<file path="src/rtl/fp_mul_except_pipe.sv">
// fp_mul_except_pipe
// Two-stage pipelined exception stage for a floating-point multiplier.
// It classifies the operands, resolves the special cases (NaN, inf, zero and
// invalid), and substitutes results on overflow/underflow according to the
// rounding mode captured with each beat. It also keeps sticky exception flags.
//
// Ports
//   clk, rst            clock, synchronous active-high reset
//   in_valid/in_ready   input handshake (in_ready is combinational)
//   a, b                operands (W = 1+EXP_W+MAN_W)
//   z_calc              normalised/rounded datapath result
//   overflow/underflow/inexact  datapath status for this beat
//   rnd                 rounding mode for this beat (6,7 behave as 0)
//   out_valid/out_ready output handshake
//   z, flags            result and {invalid,inexact,huge,tiny,nan,inf,zero}
//   sticky, sticky_clr  accumulated flags and their clear
module fp_mul_except_pipe #(
    parameter int EXP_W        = 8,
    parameter int MAN_W        = 23,
    parameter bit FLUSH_DENORM = 1'b1,
    localparam int W           = 1 + EXP_W + MAN_W
) (
    input  logic         clk,
    input  logic         rst,
    input  logic         in_valid,
    output logic         in_ready,
    input  logic [W-1:0] a,
    input  logic [W-1:0] b,
    input  logic [W-1:0] z_calc,
    input  logic         overflow,
    input  logic         underflow,
    input  logic         inexact,
    input  logic [2:0]   rnd,
    output logic         out_valid,
    input  logic         out_ready,
    output logic [W-1:0] z,
    output logic [6:0]   flags,
    output logic [6:0]   sticky,
    input  logic         sticky_clr
);

    localparam logic [1:0] C_ZERO = 2'd0;
    localparam logic [1:0] C_NORM = 2'd1;
    localparam logic [1:0] C_INF  = 2'd2;
    localparam logic [1:0] C_NAN  = 2'd3;

    // Flag bit positions
    localparam int F_ZERO = 0;
    localparam int F_INF  = 1;
    localparam int F_NAN  = 2;
    localparam int F_TINY = 3;
    localparam int F_HUGE = 4;
    localparam int F_INEX = 5;
    localparam int F_INV  = 6;

    function automatic logic [1:0] classify(input logic [W-1:0] x);
        logic [EXP_W-1:0] e;
        logic [MAN_W-1:0] m;
        e = x[W-2:MAN_W];
        m = x[MAN_W-1:0];
        if (e == '0)
            classify = (FLUSH_DENORM || m == '0) ? C_ZERO : C_NORM;
        else if (&e)
            classify = (m == '0) ? C_INF : C_NAN;
        else
            classify = C_NORM;
    endfunction

    // Stage 1 state
    logic         r_s1_valid;
    logic         r_s1_sign;
    logic [1:0]   r_s1_ca;
    logic [1:0]   r_s1_cb;
    logic [W-1:0] r_s1_zc;
    logic         r_s1_ovf;
    logic         r_s1_udf;
    logic         r_s1_inx;
    logic [2:0]   r_s1_rnd;

    // Stage 2 state
    logic         r_s2_valid;
    logic [W-1:0] r_z;
    logic [6:0]   r_flags;
    logic [6:0]   r_sticky;

    logic         w_adv1;
    logic         w_adv2;
    logic         w_s;
    logic [2:0]   w_rm;
    logic         w_ovf_inf;
    logic         w_udf_min;
    logic         w_any_nan;
    logic         w_any_inf;
    logic         w_any_zero;
    logic [W-1:0] w_z;
    logic [6:0]   w_flags;

    assign w_adv2   = !r_s2_valid || out_ready;
    assign w_adv1   = !r_s1_valid || w_adv2;
    assign in_ready = w_adv1;

    always_ff @(posedge clk) begin
        if (rst) begin
            r_s1_valid <= 1'b0;
            r_s1_sign  <= 1'b0;
            r_s1_ca    <= C_ZERO;
            r_s1_cb    <= C_ZERO;
            r_s1_zc    <= '0;
            r_s1_ovf   <= 1'b0;
            r_s1_udf   <= 1'b0;
            r_s1_inx   <= 1'b0;
            r_s1_rnd   <= 3'd0;
        end else if (w_adv1) begin
            r_s1_valid <= in_valid;
            if (in_valid) begin
                r_s1_sign <= a[W-1] ^ b[W-1];
                r_s1_ca   <= classify(a);
                r_s1_cb   <= classify(b);
                r_s1_zc   <= z_calc;
                r_s1_ovf  <= overflow;
                r_s1_udf  <= underflow;
                r_s1_inx  <= inexact;
                r_s1_rnd  <= rnd;
            end
        end
    end

    assign w_s  = r_s1_sign;
    assign w_rm = (r_s1_rnd > 3'd5) ? 3'd0 : r_s1_rnd;

    // Overflow saturates to infinity when the mode rounds away from zero for
    // this sign; underflow goes to the minimum normal under the same rule,
    // except that nearest-even (0) flushes underflow but saturates overflow.
    assign w_ovf_inf = (w_rm == 3'd0) || (w_rm == 3'd4) || (w_rm == 3'd5) ||
                       (w_rm == 3'd2 && !w_s) || (w_rm == 3'd3 && w_s);
    assign w_udf_min = (w_rm == 3'd4) || (w_rm == 3'd5) ||
                       (w_rm == 3'd2 && !w_s) || (w_rm == 3'd3 && w_s);

    assign w_any_nan  = (r_s1_ca == C_NAN)  || (r_s1_cb == C_NAN);
    assign w_any_inf  = (r_s1_ca == C_INF)  || (r_s1_cb == C_INF);
    assign w_any_zero = (r_s1_ca == C_ZERO) || (r_s1_cb == C_ZERO);

    always_comb begin
        w_z     = r_s1_zc;
        w_flags = '0;
        if (w_any_nan) begin
            w_z            = {1'b0, {EXP_W{1'b1}}, 1'b1, {(MAN_W-1){1'b0}}};
            w_flags[F_NAN] = 1'b1;
        end else if (w_any_inf && w_any_zero) begin
            w_z            = {1'b0, {EXP_W{1'b1}}, 1'b1, {(MAN_W-1){1'b0}}};
            w_flags[F_NAN] = 1'b1;
            w_flags[F_INV] = 1'b1;
        end else if (w_any_inf) begin
            w_z            = {w_s, {EXP_W{1'b1}}, {MAN_W{1'b0}}};
            w_flags[F_INF] = 1'b1;
        end else if (w_any_zero) begin
            w_z             = {w_s, {(W-1){1'b0}}};
            w_flags[F_ZERO] = 1'b1;
        end else if (r_s1_ovf) begin
            w_flags[F_INEX] = 1'b1;
            if (w_ovf_inf) begin
                w_z            = {w_s, {EXP_W{1'b1}}, {MAN_W{1'b0}}};
                w_flags[F_INF] = 1'b1;
            end else begin
                w_z             = {w_s, {(EXP_W-1){1'b1}}, 1'b0, {MAN_W{1'b1}}};
                w_flags[F_HUGE] = 1'b1;
            end
        end else if (r_s1_udf) begin
            w_flags[F_INEX] = 1'b1;
            if (w_udf_min) begin
                w_z             = {w_s, {(EXP_W-1){1'b0}}, 1'b1, {MAN_W{1'b0}}};
                w_flags[F_TINY] = 1'b1;
            end else begin
                w_z             = {w_s, {(W-1){1'b0}}};
                w_flags[F_ZERO] = 1'b1;
            end
        end else begin
            w_flags[F_INEX] = r_s1_inx;
            w_flags[F_ZERO] = (r_s1_zc[W-2:0] == '0);
            w_flags[F_INF]  = &r_s1_zc[W-2:MAN_W];
        end
    end

    always_ff @(posedge clk) begin
        if (rst) begin
            r_s2_valid <= 1'b0;
            r_z        <= '0;
            r_flags    <= '0;
        end else if (w_adv2) begin
            r_s2_valid <= r_s1_valid;
            if (r_s1_valid) begin
                r_z     <= w_z;
                r_flags <= w_flags;
            end
        end
    end

    always_ff @(posedge clk) begin
        if (rst)
            r_sticky <= '0;
        else
            r_sticky <= (sticky_clr ? 7'd0 : r_sticky) |
                        ((r_s2_valid && out_ready) ? r_flags : 7'd0);
    end

    assign out_valid = r_s2_valid;
    assign z         = r_z;
    assign flags     = r_flags;
    assign sticky    = r_sticky;

endmodule

</file>
<file path="config.mk">
export PLATFORM = sky130hd
export DESIGN_NAME = fp_mul_except_pipe
export DESIGN_NICKNAME = d
export VERILOG_FILES = /design/src/rtl/fp_mul_except_pipe.sv
export SDC_FILE = /design/constraint.sdc
export NUM_CORES = 1
export LEC_CHECK = 0
export CAP_MARGIN = 10
export CELL_PAD_IN_SITES_DETAIL_PLACEMENT = 1
export CELL_PAD_IN_SITES_GLOBAL_PLACEMENT = 2
export CORE_ASPECT_RATIO = 1.2
export CORE_MARGIN = 4
export CORE_UTILIZATION = 24
export CTS_CLUSTER_SIZE = 20
export DETAILED_ROUTE_END_ITERATION = 16
export GPL_TIMING_DRIVEN = 1
export HOLD_SLACK_MARGIN = 0.15
export PLACE_DENSITY = 0.81
export SLEW_MARGIN = 20
export SYNTH_ARGS = -nofsm -noshare
export SYNTH_HDL_FRONTEND = slang
export SYNTH_SLANG_ARGS = --single-unit
</file>
<file path="constraint.sdc">
create_clock -name clk -period 1.94 [get_ports clk]
set_input_delay 0.388 -clock clk [delete_from_list [all_inputs] [get_ports clk]]
set_output_delay 0.388 -clock clk [all_outputs]
set_load 0.005 [all_outputs]
</file>
==> flow_summary.json <==
{
  "fmax_mhz": 546,
  "grt_pass1_vias": 4509,
  "dp_hpwl_mm": 11.9,
  "power.total_mw": 4.36,
  "die_x_um": 126,
  "clkTransAtPathRegs_ps": 60,
  "final_cells": 877,
  "io_buffers": 154,
  "first_iter_violations": 238,
  "synthCells": 501,
  "crit_fanout": 4,
  "n_antenna_cell": 0,
  "syn2layout_area_growth_pct": 56.3,
  "whs_path_depth": 2,
  "r2r_slack_ps": 230,
  "drtAntennaViolNets": 0,
  "drt_pre_antenna_iters": 4,
  "r2r-start": "r_s1_zc[7]$_SDFFE_PP0P_",
  "insertion_delay_ps": 340,
  "synth_seq_cells": 91,
  "synth.distinct_cells": 49,
  "num-nets-final": 768,
  "synth_simple_gate_area_share_pct": 25.8,
  "drive_gt1_share_pct": 7.82,
  "synth-edff-count": 0,
  "multiInputGateArea_um2": 2050,
  "ys_async_sr_fraction_pct": 0,
  "wl_mm": 15.1,
  "reg2reg_depth": 4,
  "synth_area_um2": 4020,
  "rows": 51,
  "drc_errors": 0,
  "vias": 4213,
  "report.final.hold_viol_count": 0,
  "max_slew.worst_pin.slew_ps": 609,
  "die_h_um": 150,
  "cp_cell_sequence": "clkdlybuf4s50_1 > and3b_1 > inv_1 > dlygate4sd2_1",
  "hold_ws_ps": 458,
  "vias_per_cell": 4.80,
  "coreArea_um2": 16300,
  "cp-end-kind": "output port",
  "cts_buffer_depth": 2,
  "fin_setup_tns_ps": 0,
  "yosys-mux-area-fraction_pct": 0.747,
  "timing.final.crit_share_pct": 94.4,
  "start_kind": "input pin",
  "p_leak_nw": 2.32,
  "min_path_type": "register to register",
  "cp.required_ps": 1550,
  "gp_congestion": 0.794,
  "hp-start": "z[6]$_SDFFE_PP0P_",
  "skew_ps": 6.17,
  "finalCriticalPeriod_ps": 1830,
  "synth_top_family_by_area": "simple AND/OR/NAND/NOR gates",
  "cts_htree_levels": 3,
  "post-place-ws_ps": -369,
  "initial_core_util_pct": 24.6,
  "r2r-end": "flags[0]$_SDFFE_PP0P_",
  "antenna_found_initial": 0,
  "crit_path_max_incr_delay_ps": 520,
  "cap_violations": 0,
  "setup_viol": 0,
  "grt_max_degree": 39,
  "nFillCells": 1938,
  "regArea_um2": 1820,
  "power_density_nw_per_um2": 693,
  "path_class": "input pin to output port",
  "fin_ws_ps": 109,
  "yosys.area_share.adder_pct": 0,
  "tritoncts": "done",
  "hold_end": "z[6]$_SDFFE_PP0P_",
  "track_usage_pct": 15.5,
  "synth-compound-area-share_pct": 22.9,
  "clockRootBuffer": "clkbuf_16",
  "grt_overflow": 0,
  "cp.depth": 4,
  "ys_seq_area_share_pct": 45.3,
  "drv_slew": 0,
  "run_status": "finished clean",
  "die-area_um2": 18900,
  "synth_area_per_cell_um2": 8.03,
  "ios": 155,
  "synth_ff_type": "dfxtp_1",
  "syn-num-nets": 608,
  "crit_family": "buffers and inverters",
  "cp_slowest_cell": "clkdlybuf4s50_1",
  "arrival_ps": 1440,
  "slew_headroom_pct": 59.1,
  "ys_warn_count": 0,
  "wl_per_cell_um": 17.2,
  "cts_sinks": 91,
  "dp_cells": 861,
  "cp_num_buf_inv": 3,
  "synthXorXnorAreaFrac_pct": 1.09,
  "grt_pass1_wl_mm": 23.5,
  "numCtsBuffers": 9,
  "rsz0062_at_grt": "no",
  "peakVddDrop_mv": 0.478
}
-- registers in the layout (all words and copies together), names as in the netlist, 2 cells and up --
register,count
sticky,7
z,32
r_s1_zc,32
r_s1_ca,2
flags,7
r_s1_cb,2
r_s1_rnd,3
-- cell type report --
type	count	area share [%]
Clock buffer	12	3.76
Clock inverter	3	0.637
Inverter	5	0.298
Multi-Input combinational cell	370	32.5
Sequential cell	91	29.0
Tap cell	212	4.22
Timing Repair Buffer	184	29.6
-- repair_timing --
item                                    CTS  global route
endpoints found under the setup margin    1            13
hold buffers                              0             0
endpoints found under the hold margin     0             0
resized for setup                         1             1
buffers inserted                          0             1
pin swaps                                 0             1
-- through the flow --
step	cell area, um^2	utilization, %
floorplan	4020	-
global placement	6000	36.7
detailed placement	6000	36.7
CTS	6270	38.4
global route	6290	38.5
finish	6290	38.5
-- routing by layer --
layer | global-route usage, % | share of wire [%] | wire, um
met4 | 5.74 | 1.9 | 281
met3 | 2.61 | 3.0 | 449
met1 | 18.1 | 42 | 6280
met5 | 0 | 0 | 0
met2 | 28.4 | 54 | 8090
-- power by group --
part | switching [mW] | leakage [nW] | internal, mW
registers | 0.0683 | 0.743 | 1.94
clock network | 0.698 | 0.136 | 0.989
logic | 0.290 | 1.44 | 0.376
-- worst register-to-register path: stages (launching register included) --
cell      delay (ps)
dfxtp_1          320
nor4_1           500
nand3_1          140
or3_1            370
a311oi_1         290
-- cells by family after synthesis --
| group | Yosys count |
|---|---|
| DFF | 91 |
| and+or+nand+nor | 215 |
| muxes | 3 |
| xor gates and xnor gates | 5 |
| buffers and inverters | 40 |
| AOI/OAI and AO/OA | 147 |
-- how the worst max path moves through the flow --
stage / start / to / slack [ps]
after floorplan: a[7] / r_s1_ca[0]$_SDFFE_PP0P_ / 280
after global placement: out_ready / z[14]$_SDFFE_PP0P_ / -250
after detailed placement: out_ready / z[19]$_SDFFE_PP0P_ / -370
after CTS: out_ready / z[19]$_SDFFE_PP0P_ / 2
after global routing: out_ready / in_ready / 40
final: out_ready / in_ready / 110
-- layout by cell type, fill, tap and decap left out, drive strengths merged, types with 12 or more instances in the layout --
master         netlist  layout
a21o                13      13
a21oi               72      72
buf                 10      31
clkbuf              25      12
clkdlybuf4s50        0     152
dfxtp               91      91
nand2              103     103
nor2                30      30
nor2b               15      15
nor4                19      19
o21ai               20      20
-- synthesized netlist by cell type, drive strengths merged (2+ instances only) --
| cell | instances | area, um^2 |
|---|---|---|
| o211ai | 8 | 60.1 |
| nor2 | 30 | 113 |
| a32oi | 2 | 17.5 |
| or4 | 7 | 52.6 |
| nand2 | 103 | 387 |
| mux2i | 3 | 30.0 |
| clkbuf | 25 | 93.8 |
| nor4 | 19 | 125 |
| buf | 10 | 53.8 |
| a211oi | 10 | 75.1 |
| nand2b | 6 | 37.5 |
| a2111oi | 3 | 51.3 |
| nor2b | 15 | 93.8 |
| xnor2 | 4 | 35.0 |
| and3 | 9 | 56.3 |
| dfxtp | 91 | 1820 |
| o21ai | 20 | 100 |
| or3 | 2 | 12.5 |
| a22oi | 2 | 15.0 |
| o21bai | 2 | 15.0 |
| a22o | 7 | 61.3 |
| a21o | 13 | 97.6 |
| a21oi | 72 | 360 |
| nand4 | 9 | 56.3 |
| nor3 | 9 | 56.3 |
| inv | 4 | 15.0 |
(Power assumes the default switching activity.)
